==> config.mk <==
export PLATFORM = sky130hd
export DESIGN_NAME = multicycle_ctrl
export DESIGN_NICKNAME = d
export VERILOG_FILES = /design/src/rtl/multicycle_ctrl.sv
export SDC_FILE = /design/constraint.sdc
export NUM_CORES = 1
export LEC_CHECK = 0
export BUFFER_PORTS_ARGS = -buffer_cell sky130_fd_sc_hd__buf_4
export CORE_MARGIN = 5
export CORE_UTILIZATION = 30
export CTS_CLUSTER_DIAMETER = 200
export DETAILED_ROUTE_END_ITERATION = 10
export PLACE_DENSITY = 0.63
export SYNTH_ARGS = -nofsm -noshare
export SYNTH_HDL_FRONTEND = slang
export SYNTH_SLANG_ARGS = --single-unit
==> constraint.sdc <==
create_clock -name clk -period 2.4 [get_ports clk]
set_clock_uncertainty 0.2 [all_clocks]
set_input_delay 0.48 -clock clk [delete_from_list [all_inputs] [get_ports clk]]
set_output_delay 0.48 -clock clk [all_outputs]
set_load 0.05 [all_outputs]
==> src/rtl/multicycle_ctrl.sv <==
// Multicycle RV32I main controller. A state machine sequences each instruction
// from FETCH through writeback and drives the memory, ALU-mux and register-file
// controls of the multicycle datapath. It supports a memory wait-state handshake,
// optional LUI/AUIPC decoding, and a sticky trap on unknown opcodes.
module multicycle_ctrl #(
  parameter bit MEM_HANDSHAKE = 1'b1,
  parameter bit ENABLE_UTYPE  = 1'b1
) (
  input  logic       clk,
  input  logic       reset,
  input  logic [6:0] op,
  input  logic       Zero,
  input  logic       mem_ready,
  output logic       PCWrite,
  output logic       Branch,
  output logic       AdrSrc,
  output logic       MemWrite,
  output logic       IRWrite,
  output logic       RegWrite,
  output logic [1:0] ResultSrc,
  output logic [1:0] ALUSrcA,
  output logic [1:0] ALUSrcB,
  output logic [1:0] ALUOp,
  output logic [2:0] ImmSrc,
  output logic       illegal,
  output logic [3:0] state_dbg
);

  typedef enum logic [3:0] {
    S_FETCH    = 4'd0,
    S_DECODE   = 4'd1,
    S_MEMADR   = 4'd2,
    S_MEMREAD  = 4'd3,
    S_MEMWB    = 4'd4,
    S_MEMWRITE = 4'd5,
    S_EXECR    = 4'd6,
    S_EXECI    = 4'd7,
    S_EXECU    = 4'd8,
    S_ALUWB    = 4'd9,
    S_BEQ      = 4'd10,
    S_JAL      = 4'd11,
    S_TRAP     = 4'd12
  } state_t;

  state_t state;
  logic   ready;
  logic   pc_update;

  assign ready     = MEM_HANDSHAKE ? mem_ready : 1'b1;
  assign state_dbg = state;

  // State sequencing; memory states hold until the access completes.
  always_ff @(posedge clk or posedge reset) begin
    if (reset) begin
      state <= S_FETCH;
    end else begin
      case (state)
        S_FETCH:    if (ready) state <= S_DECODE;
        S_DECODE: begin
          case (op)
            7'b0000011, 7'b0100011: state <= S_MEMADR;
            7'b0110011:             state <= S_EXECR;
            7'b0010011:             state <= S_EXECI;
            7'b1100011:             state <= S_BEQ;
            7'b1101111:             state <= S_JAL;
            7'b0110111, 7'b0010111: state <= ENABLE_UTYPE ? S_EXECU : S_TRAP;
            default:                state <= S_TRAP;
          endcase
        end
        S_MEMADR:   state <= op[5] ? S_MEMWRITE : S_MEMREAD;
        S_MEMREAD:  if (ready) state <= S_MEMWB;
        S_MEMWB:    state <= S_FETCH;
        S_MEMWRITE: if (ready) state <= S_FETCH;
        S_EXECR:    state <= S_ALUWB;
        S_EXECI:    state <= S_ALUWB;
        S_EXECU:    state <= S_ALUWB;
        S_ALUWB:    state <= S_FETCH;
        S_BEQ:      state <= S_FETCH;
        S_JAL:      state <= S_ALUWB;
        S_TRAP:     state <= S_TRAP;
        default:    state <= S_FETCH;
      endcase
    end
  end

  // State-decoded controls; the ready-gated strobes are also masked by reset
  // because the asynchronous reset parks the machine in FETCH.
  always_comb begin
    pc_update = 1'b0;
    Branch    = 1'b0;
    AdrSrc    = 1'b0;
    MemWrite  = 1'b0;
    IRWrite   = 1'b0;
    RegWrite  = 1'b0;
    illegal   = 1'b0;
    ResultSrc = '0;
    ALUSrcA   = '0;
    ALUSrcB   = '0;
    ALUOp     = '0;
    case (state)
      S_FETCH: begin
        ALUSrcB   = 2'b10;
        ResultSrc = 2'b10;
        IRWrite   = ready & ~reset;
        pc_update = ready & ~reset;
      end
      S_DECODE: begin
        ALUSrcA = 2'b01;
        ALUSrcB = 2'b01;
      end
      S_MEMADR: begin
        ALUSrcA = 2'b10;
        ALUSrcB = 2'b01;
      end
      S_MEMREAD:  AdrSrc = 1'b1;
      S_MEMWB: begin
        ResultSrc = 2'b01;
        RegWrite  = 1'b1;
      end
      S_MEMWRITE: begin
        AdrSrc   = 1'b1;
        MemWrite = ready & ~reset;
      end
      S_EXECR: begin
        ALUSrcA = 2'b10;
        ALUOp   = 2'b10;
      end
      S_EXECI: begin
        ALUSrcA = 2'b10;
        ALUSrcB = 2'b01;
        ALUOp   = 2'b10;
      end
      S_EXECU: begin
        ALUSrcA = op[5] ? 2'b11 : 2'b01;
        ALUSrcB = 2'b01;
      end
      S_ALUWB:    RegWrite = 1'b1;
      S_BEQ: begin
        ALUSrcA = 2'b10;
        ALUOp   = 2'b01;
        Branch  = 1'b1;
      end
      S_JAL: begin
        ALUSrcA   = 2'b01;
        ALUSrcB   = 2'b10;
        pc_update = 1'b1;
      end
      S_TRAP:     illegal = 1'b1;
      default: ;
    endcase
    PCWrite = pc_update | (Branch & Zero);
  end

  // Immediate format follows the opcode directly.
  always_comb begin
    ImmSrc = 3'b000;
    case (op)
      7'b0100011:             ImmSrc = 3'b001;
      7'b1100011:             ImmSrc = 3'b010;
      7'b1101111:             ImmSrc = 3'b011;
      7'b0110111, 7'b0010111: ImmSrc = ENABLE_UTYPE ? 3'b100 : 3'b000;
      default:                ImmSrc = 3'b000;
    endcase
  end

endmodule

==> reports/qor.yml <==
grt-ovfl-total: 0
pwr-share-comb_pct: 81.3
synth_area_leaders: "dfrtp_1 15%, nor2_1 6.3%, nor3_1 5.4%"
clkSinkCount: 4
clk_pin_slew_ns: 0.04
synth_cells: 95
die_area_um2: 3210
drive_above_1_share_pct: 48.4
core_region_area_um2: 2020
worstReg2RegStart: "state_dbg[0]"
crit_path_end: "PCWrite"
drt_pre_antenna_iters: 4
wl_per_cell_um: 13.0
clock_tree.buffer_depth: 2
syn_area_um2: 653
critPathKind: "register to output pin"
synth_cell_type_count: 41
nets: 137
drt.antenna.violating_nets: 0
clk_latency_ns: 0.23
cts_tree: "built"
largest_register_ffs: 4
p_sw_mw: 0.779
yosysSeqAreaShare_pct: 15.3
grt_pass1_vias: 752
postSynth.asyncResetShare_pct: 100
post-route-util_pct: 50.7
setup_viol: 0
diodes: 0
grt_max_degree: 27
hold_viol: 0
synth_top_cell_area_share_pct: 15.3
placed_area_um2: 983
start_util_pct: 32.3
ir_drop_v: 0.000762
rr_endpoint: "state_dbg[2]"
die_w_um: 56.7
rsz0062_at_grt: "false"
status: "completed"
ys_ff_latch: 4
synth-main-ff-cell: "dfrtp_1"
endpoint_kind: "output pin"
cap_violations: 0
critPathRequiredTime_ns: 1.72
crit_slowest_cell: "dfrtp_2"
r2r_slack_ns: 0.76
grt_use_total_pct: 12.9
synth_fp_nets: 106
cts_setup_buffers: 0
antenna_found_initial: 0
drc: 0
numCtsBuffers: 3
cp_data_arrival_time_ns: 1.58
period_share_pct: 94.4
final_area_um2: 1030
maxSlewViolCount: 0
grt_pass1_wl_um: 3460
tightest_slew_ns: 0.277
critPathLaunchType: "register"
p_leak_nw: 0.443
synthToLayoutAreaGrowth_pct: 57.1
routed_via_density: 5.14
die_y_um: 56.7
p_sw_share_pct: 60.8
cp_slowest_stage_delay_ns: 0.47
cellInternalPower_mw: 0.502
ctsHtreeMaxLevel: 1
yosysMostFrequentCell: "nor2_1"
path_cells: "nor2_2 -> nand3_1 -> o22a_1 -> nor2_2 -> buf_4"
clkPwrFrac_pct: 6.4
pwr_density_cell_nw_per_um2: 1250
io_buffers: 32
place_congestion: 0.764
crit_start: "state_dbg[3]"
yosysWarnings: 0
syn_avg_cell_area_um2: 6.88
fmax_mhz: 442
fp-row-count: 16
path_max_fanout: 10
vias: 776
worst_slew_margin_rel_pct: 81.4
synth_largest_area_cell: "dfrtp_1"
drtIter0Drc: 9
finalCriticalPeriod_ns: 2.26
clock_tree.root_cell: "clkbuf_4"
r2r_cells: 4
yosys-top-cells-count: "11 x nor2_1, 7 x nor3_1, 6 x a21oi_1"
synth_edf_count: 0
routed_wl_um: 1960
hpwl_um: 1550
p_seq_share_pct: 12.2
fin_hold_ws_ns: 0.416
crit_path_frequent_cell: "nor2_2"
hold_class: "register to register"
io_pins: 33
[worst max-delay path, delay by kind of cell, from the launching register on]
family | cells | cell delay [ns]
and+or+nand+nor | 3 | 0.44
DFF | 1 | 0.47
AOI/OAI and AO/OA | 1 | 0.25
buffers and inverters | 1 | 0.20
[placed cells by master (no fill, tap or decap), types with 2 or more instances in the layout]
master / n
inv_1: 5
nand2b_1: 4
clkbuf_4: 3
nor2b_1: 4
nor2_2: 3
and3_1: 2
buf_4: 36
nand3_1: 4
o21ai_0: 4
dfrtp_2: 4
nor3_2: 4
nor3_1: 2
nand2_1: 5
nor4_2: 2
a21oi_1: 5
nor2_1: 7
[power by group through the flow]
stage                     Combinational (mW)  Sequential, mW  Clock [mW]
after floorplan                        0.741           0.191           0
after global placement                  1.03           0.153           0
after detailed placement                1.04           0.149           0
after CTS                               1.04           0.151      0.0868
after global routing                    1.11           0.166      0.0913
final                                   1.04           0.157      0.0820
[stage by stage]
| stage | power, mW | worst slack (ns) | cells | TNS, ns |
|---|---|---|---|---|
| after floorplan | 0.933 | -0.266 | 95 | -0.365 |
| after global placement | 1.18 | 0.215 | 147 | 0 |
| after detailed placement | 1.19 | 0.178 | 147 | 0 |
| after CTS | 1.28 | 0.0681 | 151 | 0 |
| after global routing | 1.36 | 0.0294 | 151 | 0 |
| final | 1.28 | 0.135 | 151 | 0 |
[how the worst min path moves through the flow]
stage | endpoint | cells after the start | slack (ns) | startpoint
final | state_dbg[0] | 3 | 0.42 | state_dbg[1]
after global routing | state_dbg[1] | 4 | 0.44 | mem_ready
after global placement | state_dbg[1] | 2 | 0.18 | reset
after detailed placement | state_dbg[3] | 2 | 0.19 | reset
after CTS | state_dbg[1] | 1 | 0.40 | state_dbg[2]
after floorplan | state_dbg[0] | 1 | 0.05 | reset
[layout make-up]
class / count / area (µm²)
multi-input combinational: 75 / 566
timing repair buffer: 37 / 280
inverter: 5 / 18.8
tap: 27 / 33.8
fill: 208 / 996
clock buffer: 3 / 22.5
sequential: 4 / 105
[routing by layer]
metal,global-route usage (%),vias up,part of all wire [%]
li1,-,399,-
met1,18.2,364,49
met2,20.8,13,48
met3,1.38,0,3.1
met4,3.05,0,0
met5,0,-,0
[cells by family after synthesis]
group	Yosys count	share of synthesized area, %
buffers and inverters	16	11.7
and+or+nand+nor	48	39.8
DFF	4	15.3
AOI/OAI and AO/OA	24	28.9
xor gates and xnor gates	2	2.68
muxes	1	1.53
[what timing repair did]
| action | in CTS | in global routing |
|---|---|---|
| endpoints found under the setup margin | 1 | 2 |
| pin swaps | 0 | 0 |
| endpoints found under the hold margin | 4 | 0 |
| hold buffers | 1 | 0 |
| gates cloned | 0 | 0 |
| resized for setup | 1 | 2 |
Power figures use the tool's default switching activity.
